### config.mk
export PLATFORM = sky130hd
export DESIGN_NAME = ysyx_22041207_me_lsu
export DESIGN_NICKNAME = d
export VERILOG_FILES = /design/src/rtl/ysyx_22041207_me_lsu.sv
export SDC_FILE = /design/constraint.sdc
export NUM_CORES = 1
export LEC_CHECK = 0
export ABC_AREA = 1
export BUFFER_PORTS_ARGS = -buffer_cell sky130_fd_sc_hd__buf_2
export CAP_MARGIN = 10
export CORE_AREA = 2 2 189 191
export DETAILED_ROUTE_END_ITERATION = 6
export DIE_AREA = 0 0 191 193
export PLACE_DENSITY_LB_ADDON = 0.08
export SLEW_MARGIN = 30
export SYNTH_ARGS = -nofsm -noshare
export SYNTH_HDL_FRONTEND = slang
export SYNTH_SLANG_ARGS = --single-unit
### constraint.sdc
create_clock -name clk -period 1.7 [get_ports clk]
set_clock_uncertainty 0.1 [all_clocks]
set_input_delay 0.085 -clock clk [delete_from_list [all_inputs] [get_ports clk]]
set_output_delay 0.085 -clock clk [all_outputs]
set_load 0.05 [all_outputs]
### src/rtl/ysyx_22041207_me_lsu.sv
// ysyx_22041207_me_lsu: memory-stage LSU, one AXI4-Lite-style access per request; define YSYX_22041207_LSU_ALIGN_CHECK_EN to reject misaligned accesses
module ysyx_22041207_me_lsu (
  input  logic        clk,
  input  logic        rst,
  input  logic        req_read,
  input  logic [7:0]  req_wmask,
  input  logic [63:0] addr,
  input  logic [63:0] wdata,
  input  logic [3:0]  read_num,
  input  logic        sext,
  output logic        me_wait_for_axi,
  output logic [63:0] rdata_o,
  output logic        done,
  output logic        bus_err,
  output logic        misalign,
  output logic        arvalid,
  input  logic        arready,
  output logic [63:0] araddr,
  input  logic        rvalid,
  output logic        rready,
  input  logic [63:0] rdata,
  input  logic [1:0]  rresp,
  output logic        awvalid,
  input  logic        awready,
  output logic [63:0] awaddr,
  output logic        wvalid,
  input  logic        wready,
  output logic [63:0] wdata_o,
  output logic [7:0]  wstrb,
  input  logic        bvalid,
  output logic        bready,
  input  logic [1:0]  bresp
);
  typedef enum logic [2:0] {IDLE, AR, R, WR, B, DONE} state_t;
  state_t state;
  logic [63:0] a_r, wd_r, sh, ld;
  logic [7:0]  wm_r;
  logic [3:0]  rn_r;
  logic        sx_r, err_r, mis_r, aw_ok, w_ok, req, mis;
  assign req = req_read | (|req_wmask);
`ifdef YSYX_22041207_LSU_ALIGN_CHECK_EN
  logic [3:0] sz;
  logic [2:0] lo;
  assign sz  = req_read ? read_num : 4'($countones(req_wmask));
  assign lo  = sz == 4'd1 ? 3'd0 : sz == 4'd2 ? 3'd1 : sz == 4'd4 ? 3'd3 : 3'd7;
  assign mis = |(addr[2:0] & lo);
`else
  assign mis = 1'b0;
`endif
  assign sh = rdata >> {a_r[2:0], 3'b000};
  always_comb
    ld = rn_r == 4'd1 ? {{56{sx_r & sh[7]}}, sh[7:0]} :
         rn_r == 4'd2 ? {{48{sx_r & sh[15]}}, sh[15:0]} :
         rn_r == 4'd4 ? {{32{sx_r & sh[31]}}, sh[31:0]} : sh;
  always_ff @(posedge clk) begin
    if (rst) begin
      state   <= IDLE;
      a_r     <= '0;
      wd_r    <= '0;
      wm_r    <= '0;
      rn_r    <= '0;
      sx_r    <= 1'b0;
      rdata_o <= '0;
      err_r   <= 1'b0;
      mis_r   <= 1'b0;
      aw_ok   <= 1'b0;
      w_ok    <= 1'b0;
    end else begin
      case (state)
        IDLE: if (req) begin
          a_r   <= addr;
          wd_r  <= wdata;
          wm_r  <= req_wmask;
          rn_r  <= read_num;
          sx_r  <= sext;
          aw_ok <= 1'b0;
          w_ok  <= 1'b0;
          err_r <= 1'b0;
          mis_r <= mis;
          state <= mis ? DONE : req_read ? AR : WR;
        end
        AR: if (arready) state <= R;
        R: if (rvalid) begin
          rdata_o <= ld;
          err_r   <= |rresp;
          state   <= DONE;
        end
        WR: begin
          aw_ok <= aw_ok | awready;
          w_ok  <= w_ok | wready;
          if ((aw_ok | awready) && (w_ok | wready)) state <= B;
        end
        B: if (bvalid) begin
          err_r <= |bresp;
          state <= DONE;
        end
        default: state <= IDLE;
      endcase
    end
  end
  assign arvalid         = state == AR;
  assign rready          = state == R;
  assign awvalid         = state == WR && !aw_ok;
  assign wvalid          = state == WR && !w_ok;
  assign bready          = state == B;
  assign araddr          = {a_r[63:3], 3'b000};
  assign awaddr          = {a_r[63:3], 3'b000};
  assign wdata_o         = wd_r << {a_r[2:0], 3'b000};
  assign wstrb           = wm_r << a_r[2:0];
  assign done            = state == DONE;
  assign bus_err         = done & err_r;
  assign misalign        = done & mis_r;
  assign me_wait_for_axi = state == IDLE ? req : state != DONE;
endmodule

# [Yosys cells after proc, flatten, opt, wreduce, memory -nomap -nowiden]
# Index checks and enable logic that the tools add are counted.
[totals] output_inout_bits=273 register_bits=211
[op_classes] mux=17 bitwise_logic=7 n_shift=3 eq_ne=14 reduce_logical=16
[ops] op="$mux W64" n=3
[ops] op="$shl A64 B6 Y64" n=1
[ops] op="$shr A64 B6 Y64" n=1
[ops] op="$mux W3" n=5
[ops] op="$pmux W3 S5" n=1
[ops] op="$ne A2 B2 Y1 const B" n=4
[ops] op="$reduce_or A8 Y1" n=1
[ops] op="$shl A8 B3 Y8" n=1
[ops] op="$eq A3 B2 Y1 const B" n=2
[ops] op="$eq A3 B3 Y1 const B" n=2
[ops] op="$reduce_and A2 Y1" n=3
[ops] op="$reduce_and A5 Y1" n=1
[ops] op="$and A1 B1 Y1" n=4
[ops] op="$eq A4 B1 Y1 const B" n=1
[ops] op="$eq A4 B2 Y1 const B" n=1
[ops] op="$eq A4 B3 Y1 const B" n=1
[ops] op="$mux W1" n=4
[ops] op="$pmux W1 S2" n=2
[ops] op="$reduce_and A4 Y1" n=1
[ops] op="$reduce_or A2 Y1" n=2
[ops] op="$eq A3 B1 Y1 const B" n=1
[ops] op="$logic_and A1 B1 Y1" n=3
[ops] op="$logic_not A3 Y1" n=1
[ops] op="$ne A3 B3 Y1 const B" n=1
[ops] op="7 further kinds" n=10

# [Depth between registers and ports, before layout]
# Gate-level depths: netlist of the first run.
[logic_depth] word_depth=5 depth_mapped=14

# [Worst setup path after synthesis of the first run]
# OpenSTA, ideal clock, no wires.
[synth_timing] path_kind="register to output" from="reg state[0]" to="out me_wait_for_axi" path_slack_ns=-0.950 path_buffers=0 path_stages_with_launch=4 arrival_time_ns=2.465 cell_sequence="dfxtp_1 -> inv_1 -> nor3_1 -> o21ai_0"
[synth_between] elab_chain_cells=2 elab_cells_between_ends=3
[synth_rtl] item="start: declaration" line_no="35" source="state_t state;"
[synth_rtl] item="start signal: assignment" line_no="80" source="state <= mis ? DONE : req_read ? AR : WR;"
[synth_rtl] item="$ne A3 B3 Y1 or $logic_not A3 Y1 (tied branches)" line_no="113" source="assign me_wait_for_axi = state == IDLE ? req : state != DONE;"
[synth_rtl] item="$mux W1 *" line_no="113"
[synth_rtl] item="end: declaration" line_no="11" source="output logic me_wait_for_axi,"
# Every way passes the cells marked *; elsewhere a longest branch is shown, timed or not.

# [Worst setup path after layout of the first run]
[layout_timing] from="reg a_r[0]" to="out wdata_o[50]"
[layout_between] elab_chain_cells=1
[layout_rtl] item="start: declaration" line_no="36" source="logic [63:0] a_r, wd_r, sh, ld;"
[layout_rtl] item="start signal: assignment" line_no="71" source="a_r <= addr;"
[layout_rtl] item="$shl A64 B6 Y64" line_no="108" source="assign wdata_o = wd_r << {a_r[2:0], 3'b000};"
[layout_rtl] item="end: declaration" line_no="28" source="output logic [63:0] wdata_o,"
# Every way passes these cells.

==> results.txt, run 1 <==
Status - finished, violations left
Violations in the final reports - negative setup slack
Critical R2R Launch - a_r[0]$_SDFFE_PP0P_
Die width - 191 um
Highest achievable clock rate - 0.4523 GHz
Worst Hold Path EP - rdata_o[13]$_SDFFE_PP0P_
Hold WS - 22.93 ps
Max-slew headroom at the worst pin - 60.70%
Top Family by Delay on Critical Path - buffers and inverters
Register bit count reported by yosys - 211
Number of inserted filler cells in the final layout - 3110
Dominant register cell in the synthesized netlist - sky130_fd_sc_hd__dfxtp_1
Number of nets in the final layout - 2818
Max_cap viols - 0
Number of antenna violations at the first check in global routing - 20
Setup TNS after final layout - -44310 ps
Maximum net fanout on the critical path - 8
Number of global-route vias before repair - 15040
Proportion of layout cells with a drive suffix above 1 - 40.92%
Pin count of the biggest net entering global routing - 105
Number of rows in the core area - 69
Fin crit share - 130.1%
Number of buffers on the longest clock path - 3
Count of vias placed by the detailed router - 15770
Detailed-route wire length - 57.84 mm
Critical Path Start Type - register
Average via count per standard cell - 5.092
Initial DRC count - 975
Number of unique standard cell types used by synthesis - 37
Layout overhead on the synthesized area - 69.20%
Required time reported for the critical path endpoint - 1510 ps
Global-route wire length before repair - 84.01 mm
Worst path bufs/invs - 4
Overall track demand over capacity in global routing - 29.10%
Worst min-delay path category - input port to register
Cell at the root of the clock tree - sky130_fd_sc_hd__clkbuf_16
Data arrival time of the critical path - 2030 ps
Clk pin slew, worst setup/hold paths - 70 ps
Min cycle time layout - 2211 ps
Slack of the worst reg-to-reg path - -370 ps
Clock buffer count from CTS - 26
Mapped cell area - 0.01298 mm2
Global route total overflow - 0
Share of the yosys chip area belonging to registers - 32.54%
Reg2reg path depth - 14
Die height - 193 um
Final setup violation count - 139
Category of the worst setup path capture point - primary output
Setup repair after global routing missed its margin - yes
Instance area at placement - 0.01658 mm2
DRC Markers - 0
Crit-path slowest cell - sky130_fd_sc_hd__dfxtp_4
Half-perimeter wire length after placement - 39.10 mm
Largest stage delay, worst path - 400 ps
Count of synthesis-stage warnings from yosys - 0
Number of cells on the worst hold path - 8
Max-slew violation count - 0
# H-tree levels - 1
Length of the first detailed-routing pass in iterations - 5
Routability-driven placement congestion ratio - 0.9351
Post-synth EDFFs - 0
Clock network latency to the later pin of the worst-skew pair - 540 ps
Total non-filler cell area in the finished layout - 0.02197 mm2
Standard cell core area - 0.03496 mm2
Final design utilization - 62.82%
Antenna Nets Post-Route - 0
Setup WS post-layout - -510.9 ps
Hold_sp - rdata[61]
Number of port buffers - 482
Final Hold Vio Count - 0
Total Die Area - 0.03686 mm2
Post-synthesis average cell area - 6.478 um2
CP most frequent cell - sky130_fd_sc_hd__buf_12
Mean routed wirelength per cell - 18.68 um
WS Path Type - register to primary output
TritonCTS clock tree - yes
Top-level port count - 490
Post-synth ARST share - 0%
Destination of the worst register-to-register timing path - rdata_o[22]$_SDFFE_PP0P_
Clock sink count - 211
Mapped Cells - 2004
Effective utilization at floorplan - 37.13%
Cells along the critical path - buf_12, buf_12, buf_16, mux2i_4, nand2_1, nand3_2, o21ai_4, buf_6
Slew at the pin closest to its max-slew limit - 588.7 ps
[sequential cells by signal, indices dropped and copies added (netlist names)]
signal / cells
sx_r: 1
rdata_o: 64
state: 3
a_r: 64
aw_ok: 1
wm_r: 8
err_r: 1
rn_r: 4
wd_r: 64
w_ok: 1
[cells by family (layout without fill, tap and decap cells)]
group	Yosys count	in the layout	share of synthesized area, %
and+or+nand+nor	972	972	30.10
AOI/OAI and AO/OA	455	455	19.74
buffers and inverters	342	952	15.83
DFF	211	211	32.54
muxes	23	23	1.773
other	1	23	0.02889
[worst reg2reg max path: cells and delay by family, from the launching register on]
kind,cells,cell delay (ps)
flops,1,400
compound gates,4,350
simple gates,4,330
buf+inv,6,820
[cells in the mapped netlist, types with 3 or more instances]
library cell               instances  area share, %
sky130_fd_sc_hd__buf_4           140            8.1
sky130_fd_sc_hd__o21ai_1          22           0.85
sky130_fd_sc_hd__buf_1             5           0.14
sky130_fd_sc_hd__a21oi_2          40            2.7
sky130_fd_sc_hd__a31oi_1           7           0.34
sky130_fd_sc_hd__o21a_1            8           0.46
sky130_fd_sc_hd__dfxtp_1         211             33
sky130_fd_sc_hd__nand3_2           4           0.31
sky130_fd_sc_hd__inv_1            48            1.4
sky130_fd_sc_hd__clkbuf_1         66            1.9
sky130_fd_sc_hd__a21oi_1          32            1.2
sky130_fd_sc_hd__nand2_1         481             14
sky130_fd_sc_hd__nor3_2            3           0.23
sky130_fd_sc_hd__nor2_1          347             10
sky130_fd_sc_hd__buf_6            14            1.2
sky130_fd_sc_hd__nand2_2           4           0.19
sky130_fd_sc_hd__buf_2            58            2.2
sky130_fd_sc_hd__mux2i_1          23            1.8
sky130_fd_sc_hd__nand3_1         108            4.2
sky130_fd_sc_hd__o211ai_1         28            1.6
sky130_fd_sc_hd__or2_2            18           0.87
sky130_fd_sc_hd__buf_12            4           0.62
sky130_fd_sc_hd__inv_2             4           0.12
sky130_fd_sc_hd__nor3_1            3           0.12
sky130_fd_sc_hd__o21ai_0         312             12
[placed cells by master (no fill, tap or decap), types with 8 or more instances in the layout]
cell type                       synthesis  final
sky130_fd_sc_hd__nand2_2                4     33
sky130_fd_sc_hd__o21ai_2                2     22
sky130_fd_sc_hd__o211ai_1              28     28
sky130_fd_sc_hd__o21ai_0              312    189
sky130_fd_sc_hd__o21ai_1               22     76
sky130_fd_sc_hd__nor2_4                 0     39
sky130_fd_sc_hd__clkbuf_16              0     32
sky130_fd_sc_hd__nor2_1               347    306
sky130_fd_sc_hd__a21oi_2               40     46
sky130_fd_sc_hd__buf_16                 0     11
sky130_fd_sc_hd__nand3_1              108     56
sky130_fd_sc_hd__dlygate4sd3_1          0    175
sky130_fd_sc_hd__o21ai_4                1     50
sky130_fd_sc_hd__o21a_1                 8      8
sky130_fd_sc_hd__buf_12                 4     47
sky130_fd_sc_hd__buf_6                 14     73
sky130_fd_sc_hd__dfxtp_1              211    205
sky130_fd_sc_hd__buf_8                  0     29
sky130_fd_sc_hd__diode_2                0     16
sky130_fd_sc_hd__mux2i_4                0     16
sky130_fd_sc_hd__or2_2                 18     18
sky130_fd_sc_hd__a21oi_1               32     23
sky130_fd_sc_hd__inv_1                 48     41
sky130_fd_sc_hd__nand2_1              481    429
sky130_fd_sc_hd__nand2_4                0     23
sky130_fd_sc_hd__buf_4                140    108
sky130_fd_sc_hd__buf_2                 58    402
sky130_fd_sc_hd__nand3_2                4     50
[per-layer routing]
layer / share of wire [%] / GRT usage (%)
met1: 39 / 34.64
met2: 50 / 51.48
met3: 6.8 / 4.706
met4: 4.5 / 13.21
met5: 0.078 / 0
[stage by stage]
stage | setup WS [ps] | instances
2_1_floorplan | -332.1 | 2010
3_3_place_gp | -141.6 | 2813
3_5_place_dp | -150.6 | 2813
4_1_cts | -501.2 | 3054
5_1_grt | -573.7 | 3096
6_report | -510.9 | 3097
[cell type report]
cell class	count	area (um2)	share of cell area (%)
Sequential cell	211	4242	19.31
Clock inverter	12	216.5	0.9854
Clock buffer	35	797.0	3.628
Multi-Input combinational cell	1457	8628	39.28
Timing Repair Buffer	850	7208	32.81
Antenna cell	16	40.04	0.1823
Inverter	55	257.7	1.173
Tap cell	461	576.8	2.626
[timing repair]
item                       4_1_cts  5_1_grt
setup endpoints to repair      138      287
pin swaps                       43       36
hold buffers                   175        0
resized for setup              361      167
setup buffers                   17       25
hold endpoints to repair       168        0
gates cloned                     9        5
[worst max path at each step]
stage / depth (start not counted) / slack (ps) / from / to
finish: 8 / -510 / a_r[0]$_SDFFE_PP0P_ / wdata_o[50]
CTS: 8 / -500 / a_r[0]$_SDFFE_PP0P_ / wdata_o[62]
detailed placement: 7 / -150 / a_r[0]$_SDFFE_PP0P_ / wdata_o[48]
global route: 8 / -570 / a_r[0]$_SDFFE_PP0P_ / wdata_o[37]
floorplan: 3 / -330 / state[0]$_SDFFE_PP0P_ / me_wait_for_axi
global placement: 7 / -140 / a_r[0]$_SDFFE_PP0P_ / wdata_o[48]
Power of run 1 is left out: the tool's default activity adds up to more than one toggle a clock period on the data nets, which glitch-free logic cannot reach.
==> run 2: changes to the inputs <==
--- a/config.mk
+++ b/config.mk
@@ -8,9 +8,9 @@
 export ABC_AREA = 1
 export BUFFER_PORTS_ARGS = -buffer_cell sky130_fd_sc_hd__buf_2
 export CAP_MARGIN = 10
-export CORE_AREA = 2 2 189 191
+export CORE_AREA = 2 2 190 192
 export DETAILED_ROUTE_END_ITERATION = 6
-export DIE_AREA = 0 0 191 193
+export DIE_AREA = 0 0 192 194
 export PLACE_DENSITY_LB_ADDON = 0.08
 export SLEW_MARGIN = 30
 export SYNTH_ARGS = -nofsm -noshare
==> constraint.sdc (replaced) <==
create_clock -name clk -period 2.5 [get_ports clk]
set_clock_uncertainty 0.1 [all_clocks]
set_input_delay 0.125 -clock clk [delete_from_list [all_inputs] [get_ports clk]]
set_output_delay 0.125 -clock clk [all_outputs]
set_load 0.05 [all_outputs]
==> results.txt, run 2 (same netlist as run 1, synthesis figures left out) <==
Instance area at placement - 0.01462 mm2 (was 0.01658 mm2)
Critical R2R Launch - state[0]$_SDFFE_PP0P_ (was a_r[0]$_SDFFE_PP0P_)
Number of port buffers - 482 (unchanged)
Min cycle time layout - 2428 ps
Global route total overflow - 0 (unchanged)
Antenna Nets Post-Route - 0 (unchanged)
Number of global-route vias before repair - 13920 (was 15040)
Regs by FF count - a_r: 64 flops, rdata_o: 64 flops, wd_r: 64 flops (unchanged)
Max-slew violation count - 0 (unchanged)
# H-tree levels - 1 (unchanged)
Power per Cell Area - 1698 mW/mm2
Fin crit share - 97.14%
Worst min-delay path category - input port to register (unchanged)
Number of inserted filler cells in the final layout - 3712 (was 3110)
Reg2reg path depth - 10 (was 14)
Clock sink count - 211 (unchanged)
TritonCTS clock tree - yes (unchanged)
Number of rows in the core area - 69 (unchanged)
Half-perimeter wire length after placement - 36.64 mm (was 39.10 mm)
Cell at the root of the clock tree - sky130_fd_sc_hd__clkbuf_16 (unchanged)
Final Hold Vio Count - 0 (unchanged)
Length of the first detailed-routing pass in iterations - 5 (unchanged)
Effective utilization at floorplan - 36.86% (was 37.13%)
Number of cells in the finished layout apart from fillers - 2922 (was 3097)
Number of buffers on the longest clock path - 3 (unchanged)
Hold WS - 26.51 ps (was 22.93 ps)
Placed Cells - 2698 (was 2813)
Die width - 192 um (was 191 um)
Placement-stage worst setup slack - 368.6 ps (was -150.6 ps)
Standby leakage power - 0.008715 uW
Initial DRC count - 976 (was 975)
Standard cell core area - 0.03522 mm2 (was 0.03496 mm2)
Largest vdd supply drop - 0.001652 V
Setup WS post-layout - 71.53 ps (was -510.9 ps)
Slew at the pin closest to its max-slew limit - 576.8 ps (was 588.7 ps)
Clock buffer count from CTS - 25 (was 26)
Commonest non-fill, non-tap cell in the layout - sky130_fd_sc_hd__nand2_1 (unchanged)
Hold_sp - rdata[6] (was rdata[61])
Number of antenna violations at the first check in global routing - 19 (was 20)
Pin count of the biggest net entering global routing - 87 (was 105)
Mean routed wirelength per cell - 17.54 um (was 18.68 um)
CP Launch Point - a_r[1]$_SDFFE_PP0P_ (was a_r[0]$_SDFFE_PP0P_)
Top-level port count - 490 (unchanged)
Proportion of layout cells with a drive suffix above 1 - 26.15% (was 40.92%)
Final setup violation count - 0 (was 139)
Global-route wire length before repair - 77.12 mm (was 84.01 mm)
Highest-count cells in the layout ignoring fill and taps - sky130_fd_sc_hd__nand2_1, sky130_fd_sc_hd__buf_2, sky130_fd_sc_hd__nor2_1 (unchanged)
Category of the worst setup path capture point - primary output (unchanged)
Clk pin slew, worst setup/hold paths - 60 ps (was 70 ps)
Critical Path Start Type - register (unchanged)
Max_cap viols - 0 (unchanged)
Highest achievable clock rate - 0.4118 GHz
DRC Markers - 0 (unchanged)
Count of vias placed by the detailed router - 14640 (was 15770)
Routability-driven placement congestion ratio - 0.9046 (was 0.9351)
Destination of the worst register-to-register timing path - rdata_o[7]$_SDFFE_PP0P_ (was rdata_o[22]$_SDFFE_PP0P_)
Clock network latency to the later pin of the worst-skew pair - 540 ps (about the same)
Detailed-route wire length - 51.25 mm (was 57.84 mm)
Total non-filler cell area in the finished layout - 0.01725 mm2 (was 0.02197 mm2)
Layout overhead on the synthesized area - 32.84% (was 69.20%)
WS Path Type - register to primary output (unchanged)
Slack of the worst reg-to-reg path - 160 ps (was -370 ps)
Required time reported for the critical path endpoint - 2280 ps (was 1510 ps)
Die height - 194 um (was 193 um)
Max-slew headroom at the worst pin - 61.55% (was 60.70%)
Number of nets in the final layout - 2651 (was 2818)
Status - finished, final reports clean (was finished, violations left)
Maximum net fanout on the critical path - 54 (was 8)
CP endpoint - wdata_o[53] (was wdata_o[50])
Data arrival time of the critical path - 2200 ps (was 2030 ps)
Overall track demand over capacity in global routing - 26.14% (was 29.10%)
Total Die Area - 0.03725 mm2 (was 0.03686 mm2)
Average via count per standard cell - 5.011 (was 5.092)
[run 2: changes by cell type in the layout (fill, tap and decap cells not counted), sizes merged]
cell and delta:
inv +2, clkbuf -2, bufinv -3, buf -156, clkinvlp -2, diode -6, dlygate4sd3 -8
[run 2: worst min-delay path by stage]
| stage | to | slack, ps | depth (start not counted) |
|---|---|---|---|
| 2_1_floorplan | aw_ok$_SDFFE_PP0P_ | 90 | 1 |
| 3_3_place_gp | a_r[34]$_SDFFE_PP0P_ | 280 | 3 |
| 6_report | rdata_o[6]$_SDFFE_PP0P_ | 30 | 7 |
| 4_1_cts | rdata_o[6]$_SDFFE_PP0P_ | 4 | 7 |
| 3_5_place_dp | a_r[7]$_SDFFE_PP0P_ | 280 | 3 |
| 5_1_grt | rdata_o[6]$_SDFFE_PP0P_ | 60 | 7 |
[run 2: per-layer routing]
metal,GRT usage [%],vias to the layer above,part of all wire [%],wire length [um]
met1,32.01,6746,42,21350
met5,0,-,0.20,102
li1,-,7241,-,-
met3,4.507,98,6.5,3335
met4,9.330,16,3.1,1568
met2,45.69,541,49,24900
[run 2: critical path: stages, from the launching register on]
cell                      delay (ps)
sky130_fd_sc_hd__dfxtp_4         420
sky130_fd_sc_hd__buf_6           370
sky130_fd_sc_hd__a21oi_1          80
sky130_fd_sc_hd__a31oi_1         370
sky130_fd_sc_hd__o21ai_1         140
sky130_fd_sc_hd__buf_2           230
[run 2: cell type report]
cell class	count	area, um2	area share [%]
Clock inverter	9	123.9	0.7183
Antenna cell	10	25.02	0.1451
Multi-Input combinational cell	1457	6746	39.12
Timing Repair Buffer	684	4608	26.72
Tap cell	461	576.8	3.345
Sequential cell	211	4233	24.54
Clock buffer	35	703.2	4.077
Inverter	55	229.0	1.328
[run 2: where the power goes]
group | leakage (uW) | switching [uW] | total (uW) | internal [uW]
registers | 0.00174 | 1020 | 5640 | 4620
logic | 0.00656 | 14900 | 19900 | 5040
clock network | 0.000410 | 1490 | 3750 | 2260
total | 0.00871 | 17400 | 29300 | 11900
[run 2: through the flow]
step	setup TNS (ps)	power, uW	util (%)
floorplan	0	21410	-
global placement	0	24960	41.52
detailed placement	0	25010	41.52
CTS	0	29310	48.83
global route	-0.6091	31170	48.95
finish	0	29280	48.96
[run 2: repair_timing]
action                                  4_1_cts  5_1_grt
endpoints found under the setup margin       25       19
hold buffers                                167        0
gates cloned                                  1        0
pin swaps                                     0        0
buffers inserted                              1        1
resized for setup                            16        6
endpoints found under the hold margin       155        0
Power figures use the tool's default switching activity.
